## config.mk

```make
export PLATFORM = sky130hd
export DESIGN_NAME = ssd_scanner
export DESIGN_NICKNAME = d
export VERILOG_FILES = /design/src/rtl/ssd_scanner.sv
export SDC_FILE = /design/constraint.sdc
export NUM_CORES = 1
export LEC_CHECK = 0
export BUFFER_PORTS_ARGS = -buffer_cell sky130_fd_sc_hd__buf_2
export CAP_MARGIN = 10
export CORE_ASPECT_RATIO = 1.1
export CORE_MARGIN = 10
export CORE_UTILIZATION = 44
export DETAILED_ROUTE_END_ITERATION = 8
export PLACE_DENSITY = 0.74
export SLEW_MARGIN = 20
export SYNTH_ARGS = -nofsm -noshare
export SYNTH_HDL_FRONTEND = slang
export SYNTH_SLANG_ARGS = --single-unit
```

## constraint.sdc

```tcl
create_clock -name clk -period 3.4 [get_ports clk]
set_input_delay 0.51 -clock clk [delete_from_list [all_inputs] [get_ports clk]]
set_output_delay 0.51 -clock clk [all_outputs]
set_load 0.03 [all_outputs]
```

## src/rtl/ssd_scanner.sv

```systemverilog
// Time-multiplexed seven-segment scanner with per-frame input snapshot,
// per-slot dead time and leading-zero blanking. All outputs are registered.
module ssd_scanner #(
  parameter int NUM_DIGITS    = 8,
  parameter int SCAN_DIV_BITS = 18,
  parameter int BLANK_CYCLES  = 64
) (
  input  logic                    clk,
  input  logic                    rst_n,
  input  logic [4*NUM_DIGITS-1:0] digits_in,
  input  logic [NUM_DIGITS-1:0]   dp_in,
  input  logic [NUM_DIGITS-1:0]   digit_en,
  input  logic                    lz_blank,
  output logic [NUM_DIGITS-1:0]   an,
  output logic [7:0]              seg,
  output logic                    frame_tick
);

  localparam int IDX_W = (NUM_DIGITS > 1) ? $clog2(NUM_DIGITS) : 1;
  localparam logic [IDX_W-1:0] LAST_IDX = IDX_W'(NUM_DIGITS - 1);
  localparam logic [SCAN_DIV_BITS-1:0] BLANK_W = SCAN_DIV_BITS'(BLANK_CYCLES);

  logic [SCAN_DIV_BITS-1:0] pre_q, pre_d;
  logic [IDX_W-1:0]         idx_q, idx_d;
  logic [4*NUM_DIGITS-1:0]  digits_q, digits_d;
  logic [NUM_DIGITS-1:0]    dp_q, dp_d;
  logic [NUM_DIGITS-1:0]    en_q, en_d;
  logic                     lz_q, lz_d;
  logic                     started_q, started_d;
  logic [NUM_DIGITS-1:0]    an_q, an_d;
  logic [7:0]               seg_q, seg_d;
  logic                     tick_q, tick_d;

  logic                     wrap_s;
  logic                     snap_s;
  logic [3:0]               nib_s;
  logic [NUM_DIGITS-1:0]    blank_s;
  logic                     zero_run_s;

  // Hex nibble to active-low {a,b,c,d,e,f,g}
  function automatic logic [6:0] seg7_decode(input logic [3:0] nib);
    logic [6:0] pat;
    case (nib)
      4'h0:    pat = 7'b0000001;
      4'h1:    pat = 7'b1001111;
      4'h2:    pat = 7'b0010010;
      4'h3:    pat = 7'b0000110;
      4'h4:    pat = 7'b1001100;
      4'h5:    pat = 7'b0100100;
      4'h6:    pat = 7'b0100000;
      4'h7:    pat = 7'b0001111;
      4'h8:    pat = 7'b0000000;
      4'h9:    pat = 7'b0000100;
      4'hA:    pat = 7'b0001000;
      4'hB:    pat = 7'b1100000;
      4'hC:    pat = 7'b0110001;
      4'hD:    pat = 7'b1000010;
      4'hE:    pat = 7'b0110000;
      4'hF:    pat = 7'b0111000;
      default: pat = 7'b1111111;
    endcase
    return pat;
  endfunction

  // Leading-zero mask: a digit blanks only if it and every digit above it are zero with dp off
  always_comb begin
    zero_run_s = 1'b1;
    blank_s    = '0;
    for (int i = NUM_DIGITS - 1; i >= 0; i--) begin
      zero_run_s = zero_run_s && (digits_q[4*i +: 4] == 4'h0) && !dp_q[i];
      blank_s[i] = lz_q && (i != 0) && zero_run_s;
    end
  end

  // Scan sequencing, snapshot capture and next output pattern
  always_comb begin
    wrap_s    = (pre_q == '1) && (idx_q == LAST_IDX);
    snap_s    = wrap_s || !started_q;
    pre_d     = pre_q + SCAN_DIV_BITS'(1'b1);
    started_d = 1'b1;
    tick_d    = snap_s;
    nib_s     = digits_q[{idx_q, 2'b00} +: 4];

    if (pre_q == '1) begin
      idx_d = (idx_q == LAST_IDX) ? '0 : idx_q + IDX_W'(1'b1);
    end else begin
      idx_d = idx_q;
    end

    if (snap_s) begin
      digits_d = digits_in;
      dp_d     = dp_in;
      en_d     = digit_en;
      lz_d     = lz_blank;
    end else begin
      digits_d = digits_q;
      dp_d     = dp_q;
      en_d     = en_q;
      lz_d     = lz_q;
    end

    an_d  = '1;
    seg_d = 8'hFF;
    if (pre_q < BLANK_W) begin
      an_d  = '1;
      seg_d = 8'hFF;
    end else if (!en_q[idx_q] || blank_s[idx_q]) begin
      an_d  = '1;
      seg_d = 8'hFF;
    end else begin
      an_d[idx_q] = 1'b0;
      seg_d       = {seg7_decode(nib_s), ~dp_q[idx_q]};
    end
  end

  // State and output registers with synchronous active-low reset
  always_ff @(posedge clk) begin
    if (!rst_n) begin
      pre_q     <= '0;
      idx_q     <= '0;
      digits_q  <= '0;
      dp_q      <= '0;
      en_q      <= '0;
      lz_q      <= 1'b0;
      started_q <= 1'b0;
      an_q      <= '1;
      seg_q     <= 8'hFF;
      tick_q    <= 1'b0;
    end else begin
      pre_q     <= pre_d;
      idx_q     <= idx_d;
      digits_q  <= digits_d;
      dp_q      <= dp_d;
      en_q      <= en_d;
      lz_q      <= lz_d;
      started_q <= started_d;
      an_q      <= an_d;
      seg_q     <= seg_d;
      tick_q    <= tick_d;
    end
  end

  assign an         = an_q;
  assign seg        = seg_q;
  assign frame_tick = tick_q;

endmodule

```

==> reports/results.ini, run 1 <==
[die]
placementRows=36
die-width_um=111
dieArea_mm2=0.0134
die_y_um=120
start_util_pct=45.3
ios=68
coreArea_mm2=0.00887

[sta]
post-route-period-util_pct=84.0
fin_crit_ns=2.86
slew_headroom_pct=30.4
finalHoldViolCount=0
finClkSkew_ns=0.0112
rsz0062_at_grt=false
setup_tns_ns=0
holdWs_ns=0.379
tightest_slew_ns=1.04
drv_slew=0
setup_viol=0
fmax_mhz=350

[min_path]
holdPathStages=3
hold_start=digits_in[12]
min_path_type=input pin to flip-flop
min_to=digits_q[12]$_SDFFE_PN0P_

[worst_setup_path]
timing.rr.end=seg[2]$_SDFF_PP1_
critPathSlowestCell=dfxtp_1
crit_required_ns=3.58
crit_path_start_kind=flip-flop
slowest_delay_ns=0.79
rrSetupSlack_ns=0.54
crit_chain=buf_4 > mux2i_1 > a211oi_1 > o211ai_1 > a41oi_2 > o311ai_0
arrival_ns=3.03
reg2reg_depth=6
rr_startpoint=idx_q[1]$_SDFFE_PN0N_
endpoint_kind=flip-flop
crit_type=flip-flop to flip-flop
critPathMaxFanout=18

[logic_synthesis]
synth_cell_types=49
netlist_instances=471
synth.cell_area_mm2=0.00402
ys_warn_count=0
synth_flop_cell=dfxtp_1
synth_area_per_cell_um2=8.54
synth-edff-count=0
syn_nets=531
async_flop_share_pct=0
synth-seq-cells=88
seq_area_frac_synth_pct=43.8

[clocking]
cts_tree=done
cts.path.max_buffers=2
htree_num_levels=3
cts_resized=0
clockRootBuffer=clkbuf_8
clk_latency_ns=0.36
cts-buffers-inserted=9
post-cts-setup-buffers=0
holdBufCountCts=0
clock_sinks=88
clk_pin_slew_ns=0.09

[global_route]
grt_pass1_wl_mm=15.6
antenna_found_initial=0
grt.overflow.total=0
grt_max_degree=122
grt_pass1_vias=3291
grt_use_total_pct=13.6

[route]
firstDrtPassIters=4
drc=0
wl_mm=9.30
dr.first_iter.drc_count=229
vias=3373
drtAntennaViolNets=0
viasPerCell=5.31
routedWlPerCell_um=14.6

[pwr]
intPower_mw=1.50
comb_power_share_pct=8.3
finalPower_mw=2.00
p_sw_mw=0.496
cellPowerDensity_mw_per_mm2=436
irDropWorstVdd_v=0.000226
power.share.sequential_pct=55.0
leakage_nw=1.79
power_switching_share_pct=24.8
p_clk_share_pct=36.7

[final_layout]
final_util_pct=51.6
layout-drive-gt1-share_pct=19.2
finalNonFillerCells=635
area_growth_pct=13.7
mostFrequentLayoutCells=88 x dfxtp_1, 67 x nand2_1, 66 x buf_2, 61 x nand3_1, 57 x o21ai_0
layout_commonest_cell=dfxtp_1
fin_nets=576
num_antenna_cells=0

[outcome]
status=completed

[place]
dp_cells=619
finalWeightedCongestion=0.854
port_buffers=67
dp_hpwl_mm=6.85

[job]
cap_viol_max_count=0

[cells by family after synthesis]
| logic type | count (synthesis) | synth area share (%) |
|---|---|---|
| and+or+nand+nor | 200 | 25.0 |
| AOI/OAI and AO/OA | 95 | 14.5 |
| DFF | 88 | 43.8 |
| buffers and inverters | 47 | 5.07 |
| muxes | 20 | 6.28 |
| xor gates and xnor gates | 12 | 2.61 |
| adders and majority gates | 9 | 2.80 |
[per-stage QoR]
stage,instance area [µm²],setup slack [ns]
detailed placement,4370,0.618
floorplan,4020,0.826
CTS,4580,0.583
global route,4580,0.394
finish,4580,0.545
global placement,4370,0.752
[power by group through the flow]
| stage | combinational [mW] | sequential [mW] | clock (mW) |
|---|---|---|---|
| after global routing | 0.189 | 1.10 | 0.776 |
| after CTS | 0.166 | 1.10 | 0.745 |
| after detailed placement | 0.165 | 1.12 | 0 |
| after floorplan | 0.113 | 1.11 | 0 |
| final | 0.165 | 1.10 | 0.733 |
| after global placement | 0.160 | 1.12 | 0 |
[critical path: cells and delay by family (launching register included)]
family | cells | cell delay (ns)
AO/OA/AOI/OAI | 4 | 1.39
flip-flops | 1 | 0.79
buffers and inverters | 1 | 0.34
multiplexers | 1 | 0.13
[sequential cells by signal (all words and copies together) (netlist names), 3 cells and up]
name	cells
digits_q	32
pre_q	18
an	8
dp_q	8
en_q	8
seg	8
idx_q	3
[cell type report]
class / count / area [µm²]
Clock inverter: 6 / 66.3
Tap cell: 114 / 143
Timing Repair Buffer: 72 / 375
Clock buffer: 10 / 138
Fill cell: 803 / 4300
Inverter: 9 / 33.8
Multi-Input combinational cell: 336 / 2060
Sequential cell: 88 / 1760
[worst max path at each step]
stage / slack, ns / depth (start not counted) / end / startpoint
final: 0.54 / 6 / seg[2]$_SDFF_PP1_ / idx_q[1]$_SDFFE_PN0N_
after detailed placement: 0.62 / 6 / seg[2]$_SDFF_PP1_ / idx_q[1]$_SDFFE_PN0N_
after CTS: 0.58 / 6 / seg[2]$_SDFF_PP1_ / idx_q[1]$_SDFFE_PN0N_
after floorplan: 0.83 / 11 / seg[4]$_SDFF_PP1_ / idx_q[0]$_SDFFE_PN0N_
after global placement: 0.75 / 6 / seg[5]$_SDFF_PP1_ / idx_q[1]$_SDFFE_PN0N_
after global routing: 0.39 / 6 / seg[2]$_SDFF_PP1_ / idx_q[1]$_SDFFE_PN0N_
[cell usage after synthesis (all sizes together), types with 5 or more instances]
cell	count	area, µm²
a21boi	5	37.5
a21oi	5	25.0
and2	15	93.8
buf	18	95.1
clkbuf	20	75.1
dfxtp	88	1760
ha	9	113
inv	8	30.0
mux2i	14	140
nand2	67	251
nand3	61	305
nand4	7	50.1
nor2	8	30.0
nor2b	6	37.5
nor3	9	45.0
o21ai	58	290
or3	6	37.5
or4	5	37.5
xnor2	8	70.1
[layer usage]
layer | wire [µm] | part of all wire, % | vias up | global-route usage [%]
met4 | 239 | 2.6 | 0 | 7.23
met2 | 4240 | 46 | 93 | 22.2
met3 | 604 | 6.5 | 17 | 3.07
met5 | 0 | 0 | - | 0
met1 | 4220 | 45 | 1508 | 16.4
li1 | - | - | 1755 | -
Note: power is estimated with default switching activity, not from simulation.
==> run 2, diff against run 1 <==
Settings changed: PLACE_DENSITY 0.74 to 0.76.
Clock period 3.4 ns to 2.5 ns, I/O delays scaled along.
==> reports/results.ini, run 2 (synthesized netlist as in run 1, its figures left out) <==
[pwr]
intPower_mw=1.95  ; +30%
power.share.sequential_pct=56.9  ; +1.9 points
p_sw_mw=0.677  ; +37%
irDropWorstVdd_v=0.000222  ; -1.6%
leakage_nw=1.84  ; +2.5%
power_switching_share_pct=25.8  ; +0.97 points
cellPowerDensity_mw_per_mm2=565  ; +29%
comb_power_share_pct=9.0  ; +0.7 points
p_clk_share_pct=34.1  ; -2.6 points

[die]
die-width_um=111  ; unchanged
placementRows=36  ; unchanged
start_util_pct=45.3  ; unchanged
ios=68  ; unchanged
coreArea_mm2=0.00887  ; unchanged
die_y_um=120  ; unchanged
dieArea_mm2=0.0134  ; unchanged

[sta]
finClkSkew_ns=0.00982  ; -0.00134 ns
post-route-period-util_pct=91.6  ; +7.7 points
setup_slack_ns=0.209  ; -0.336 ns
drv_slew=0  ; unchanged
fmax_mhz=437  ; +25%
tightest_slew_ns=0.499  ; -0.545 ns
fin_crit_ns=2.29  ; -0.564 ns
setup_tns_ns=0  ; unchanged
rsz0062_at_grt=false
slew_headroom_pct=66.5  ; +36 points
setup_viol=0  ; unchanged
finalHoldViolCount=0  ; unchanged

[clocking]
clk_pin_slew_ns=0.09  ; about the same
clock_sinks=88  ; unchanged
htree_num_levels=3  ; unchanged
clk_latency_ns=0.37  ; about the same
clockRootBuffer=clkbuf_8
post-cts-setup-buffers=0  ; unchanged
cts-buffers-inserted=9  ; unchanged
cts.path.max_buffers=2  ; unchanged
cts_tree=done

[global_route]
grt.overflow.total=0  ; unchanged
grt_use_total_pct=14.1  ; +0.50 points
grt_pass1_wl_mm=16.0  ; +2.5%
grt_max_degree=122  ; unchanged
grt_pass1_vias=3332  ; +1.2%
antenna_found_initial=0  ; unchanged

[final_layout]
area_growth_pct=15.5
fin_nets=583  ; +1.2%
reg_top3=digits_q: 32 flops, pre_q: 18 flops
finalNonFillerCells=642  ; +1.1%
layout_commonest_cell=dfxtp_1
largest_reg_flops=32  ; unchanged
regMostFlops=digits_q
fin_area_mm2=0.00465  ; +1.6%
mostFrequentLayoutCells=87 x dfxtp_1, 67 x nand2_1, 66 x buf_2, 61 x nand3_1, 57 x o21ai_0
fillers=816  ; +1.6%
num_antenna_cells=0  ; unchanged
layout-drive-gt1-share_pct=20.6  ; +1.5 points

[route]
vias=3424  ; +1.5%
drc=0  ; unchanged
routedWlPerCell_um=14.7  ; +0.23%
drtAntennaViolNets=0  ; unchanged
wl_mm=9.42  ; +1.3%
viasPerCell=5.33  ; +0.41%
firstDrtPassIters=5  ; +1
dr.first_iter.drc_count=281  ; +23%

[worst_setup_path]
crit_type=flip-flop to flip-flop
rrSetupSlack_ns=0.21  ; -0.34 ns
crit_path_start_kind=flip-flop
critPathMaxFanout=12  ; -6
crit_required_ns=2.73  ; -0.85 ns
endpoint_kind=flip-flop
arrival_ns=2.52  ; -0.51 ns

[place]
finalWeightedCongestion=0.893  ; +4.6%
pre_cts_slack_ns=0.143  ; -0.476 ns
dp_hpwl_mm=6.87  ; +0.31%
port_buffers=67  ; unchanged
place_area_mm2=0.00444  ; +1.4%
dp_cells=625  ; +0.97%

[job]
cap_viol_max_count=0  ; unchanged

[outcome]
status=completed

[min_path]
min_path_type=input pin to flip-flop

## run 2: path summary, 6_finish.rpt
kind,depth (start not counted),endpoint,startpoint
worst min-delay path,3,digits_q[21]$_SDFFE_PN0P_,digits_in[21]
worst max register to register,8,seg[4]$_SDFF_PP1_,idx_q[1]$_SDFFE_PN0N_
worst max-delay path,8,seg[4]$_SDFF_PP1_,idx_q[1]$_SDFFE_PN0N_
worst min register to register,1,pre_q[0]$_SDFF_PN0_,pre_q[0]$_SDFF_PN0_
## run 2: cell type report
| type | instances | area (µm²) | area share, % |
|---|---|---|---|
| multi-input cells | 336 | 2080 | 44.6 |
| repair buffers | 79 | 453 | 9.74 |
| clock buffers | 10 | 138 | 2.96 |
| clock inverters | 6 | 43.8 | 0.942 |
| inverters | 9 | 33.8 | 0.727 |
| well taps | 114 | 143 | 3.07 |
| flip-flops and latches | 88 | 1760 | 37.9 |
## run 2: routing by layer
metal | part of all wire [%] | global-route usage [%] | vias to the layer above
met2 | 46 | 22.2 | 91
li1 | - | - | 1777
met1 | 47 | 17.6 | 1534
met5 | 0 | 0 | -
met3 | 4.7 | 3.12 | 22
met4 | 2.8 | 7.88 | 0
## run 2: power by group through the flow
stage	clock (mW)	combinational (mW)	sequential, mW
after floorplan	0	0.154	1.51
after global placement	0	0.223	1.53
after detailed placement	0	0.231	1.53
after CTS	0.914	0.232	1.49
after global routing	0.970	0.271	1.50
final	0.895	0.237	1.49
## run 2: repair_timing
item	CTS	global route
endpoints found under the setup margin	0	11
hold buffers	0	0
gates resized for setup	0	2
hold endpoints to repair	0	0
## run 2: worst max-delay path, cell delays in order, from the launching register on
cell and delay (ns):
dfxtp_1 0.60, o21ai_0 0.21, a2111oi_2 0.48, inv_1 0.12, ha_1 0.26, inv_1 0.12, a21oi_1 0.05, a211oi_1 0.22
o21ai_0 0.10
## run 2: per-stage QoR
| stage | power (mW) | hold WS [ns] | util, % |
|---|---|---|---|
| 6_report | 2.63 | 0.235 | 52.4 |
| 5_1_grt | 2.74 | 0.238 | 52.4 |
| 4_1_cts | 2.64 | 0.225 | 52.0 |
| 3_5_place_dp | 1.76 | 0.437 | 50.0 |
| 3_3_place_gp | 1.75 | 0.425 | 50.0 |
| 2_1_floorplan | 1.67 | 0.403 | - |
==> run 3, diff against run 2 <==
Settings changed: CTS_BUF_LIST set to sky130_fd_sc_hd__clkbuf_16.
==> reports/results.ini, run 3 (synthesized netlist as in run 1, its figures left out) <==
[worst_setup_path]
arrival_ns=2.48  ; -0.04 ns
critPathMaxFanout=17  ; +5
cp.buffers_inverters=1  ; -1
cp_top_family=compound AO/OA/AOI/OAI gates
timing.rr.end=seg[5]$_SDFF_PP1_
cp_num_cells=6  ; -2
crit_path_start_kind=flip-flop
rrSetupSlack_ns=0.20  ; about the same
crit_chain=buf_4 > mux2i_1 > a211oi_1 > o211ai_1 > a41oi_4 > o311ai_0
critPathSlowestCell=dfxtp_1
crit_type=flip-flop to flip-flop
endpoint_kind=flip-flop
crit_required_ns=2.67  ; -0.06 ns
reg2reg_depth=6  ; -2
slowest_delay_ns=0.60  ; about the same
rr_startpoint=idx_q[1]$_SDFFE_PN0N_

[clocking]
cts_tree=done
clk_pin_slew_ns=0.06  ; -0.03 ns
post-cts-setup-buffers=0  ; unchanged
htree_num_levels=3  ; unchanged
clockRootBuffer=clkbuf_16
clk_latency_ns=0.34  ; -0.03 ns
cts.path.max_buffers=2  ; unchanged
cts-buffers-inserted=9  ; unchanged
clock_sinks=88  ; unchanged

[sta]
post-route-period-util_pct=92.0  ; +0.40 points
fmax_mhz=435  ; -0.43%
finalHoldViolCount=0  ; unchanged
setup_viol=0  ; unchanged
drv_slew=0  ; unchanged
finClkSkew_ns=0.00701  ; -0.00281 ns
tightest_slew_ns=1.03  ; +0.533 ns
slew_headroom_pct=31.2  ; -35 points
setup_tns_ns=0  ; unchanged
rsz0062_at_grt=false
fin_crit_ns=2.30  ; +0.00995 ns

[route]
viasPerCell=5.34  ; +0.19%
routedWlPerCell_um=14.8  ; +0.71%
firstDrtPassIters=4  ; -1
dr.first_iter.drc_count=297  ; +5.7%
wl_mm=9.47  ; +0.55%
drc=0  ; unchanged
vias=3425  ; +0.029%
drtAntennaViolNets=0  ; unchanged

[pwr]
leakage_nw=1.87  ; +1.7%
finalPower_mw=2.94  ; +12%
cellPowerDensity_mw_per_mm2=623  ; +10%
irDropWorstVdd_v=0.000270  ; +22%

[global_route]
grt_use_total_pct=14.3  ; +0.17 points
antenna_found_initial=0  ; unchanged
grt.overflow.total=0  ; unchanged
grt_pass1_wl_mm=16.1  ; +0.95%
grt_max_degree=122  ; unchanged
grt_pass1_vias=3358  ; +0.78%

[outcome]
status=completed

[final_layout]
layout-drive-gt1-share_pct=20.3  ; -0.34 points
num_antenna_cells=0  ; unchanged
area_growth_pct=17.3
finalNonFillerCells=641  ; -0.16%
mostFrequentLayoutCells=87 x dfxtp_1, 67 x nand2_1, 66 x buf_2, 61 x nand3_1, 57 x o21ai_0
largest_reg_flops=32  ; unchanged
layout_commonest_cell=dfxtp_1
fin_nets=582  ; -0.17%
reg_top3=digits_q: 32 flops, pre_q: 18 flops
regMostFlops=digits_q

[job]
cap_viol_max_count=0  ; unchanged

[place]
port_buffers=67  ; unchanged
dp_hpwl_mm=6.87  ; unchanged
finalWeightedCongestion=0.893  ; unchanged
dp_cells=625  ; unchanged

[min_path]
holdPathStages=3  ; unchanged
min_path_type=input pin to flip-flop
hold_start=digits_in[21]
min_to=digits_q[21]$_SDFFE_PN0P_

[die]
start_util_pct=45.3  ; unchanged
ios=68  ; unchanged
placementRows=36  ; unchanged
dieArea_mm2=0.0134  ; unchanged
die-width_um=111  ; unchanged
die_y_um=120  ; unchanged
coreArea_mm2=0.00887  ; unchanged

## run 3: worst max path at each step
| stage | startpoint | to | slack (ns) |
|---|---|---|---|
| 2_1_floorplan | idx_q[0]$_SDFFE_PN0N_ | seg[4]$_SDFF_PP1_ | 0.24 |
| 3_3_place_gp | idx_q[0]$_SDFFE_PN0N_ | seg[2]$_SDFF_PP1_ | 0.26 |
| 3_5_place_dp | idx_q[1]$_SDFFE_PN0N_ | seg[5]$_SDFF_PP1_ | 0.14 |
| 4_1_cts | idx_q[0]$_SDFFE_PN0N_ | seg[2]$_SDFF_PP1_ | 0.09 |
| 5_1_grt | idx_q[0]$_SDFFE_PN0N_ | seg[4]$_SDFF_PP1_ | 0.03 |
| 6_report | idx_q[1]$_SDFFE_PN0N_ | seg[5]$_SDFF_PP1_ | 0.20 |
## run 3: layer usage
| layer | GRT usage, % | up-vias | wire length (µm) |
|---|---|---|---|
| li1 | - | 1777 | - |
| met1 | 17.6 | 1540 | 4410 |
| met2 | 22.5 | 90 | 4370 |
| met3 | 3.51 | 18 | 493 |
| met4 | 7.72 | 0 | 208 |
| met5 | 0 | - | 0 |
## run 3: power by group
| part | leakage (nW) | total (mW) | internal (mW) | switching [mW] |
|---|---|---|---|---|
| Combinational | 1.02 | 0.234 | 0.102 | 0.131 |
| Clock | 0.133 | 1.21 | 0.672 | 0.541 |
| Sequential | 0.721 | 1.50 | 1.46 | 0.0409 |
| Total | 1.87 | 2.94 | 2.23 | 0.714 |
## run 3: cell type report
class,count,area [µm²]
repair buffers,78,433
multi-input cells,336,2080
clock buffers,9,225
inverters,9,33.8
flip-flops and latches,88,1760
clock inverters,7,47.5
fillers,804,4150
well taps,114,143
## run 3: tightest hold or removal path, delay by kind of cell
kind | cells | cell delay, ns
simple gates | 1 | 0.04
compound gates | 1 | 0.06
buf+inv | 1 | 0.09
## run 3: metrics by stage
step           hold slack [ns]  setup slack [ns]  util (%)  instance area, µm²
2_1_floorplan            0.403             0.238         -                4030
3_3_place_gp             0.425             0.260      50.0                4440
3_5_place_dp             0.437             0.143      50.0                4440
4_1_cts                  0.268            0.0917      53.1                4710
5_1_grt                  0.276            0.0284      53.2                4720
6_report                 0.271             0.200      53.2                4720
## run 3: timing repair
action,4_1_cts,5_1_grt
setup endpoints to repair,0,12
hold buffers,0,0
gates resized for setup,0,2
endpoints found under the hold margin,0,0
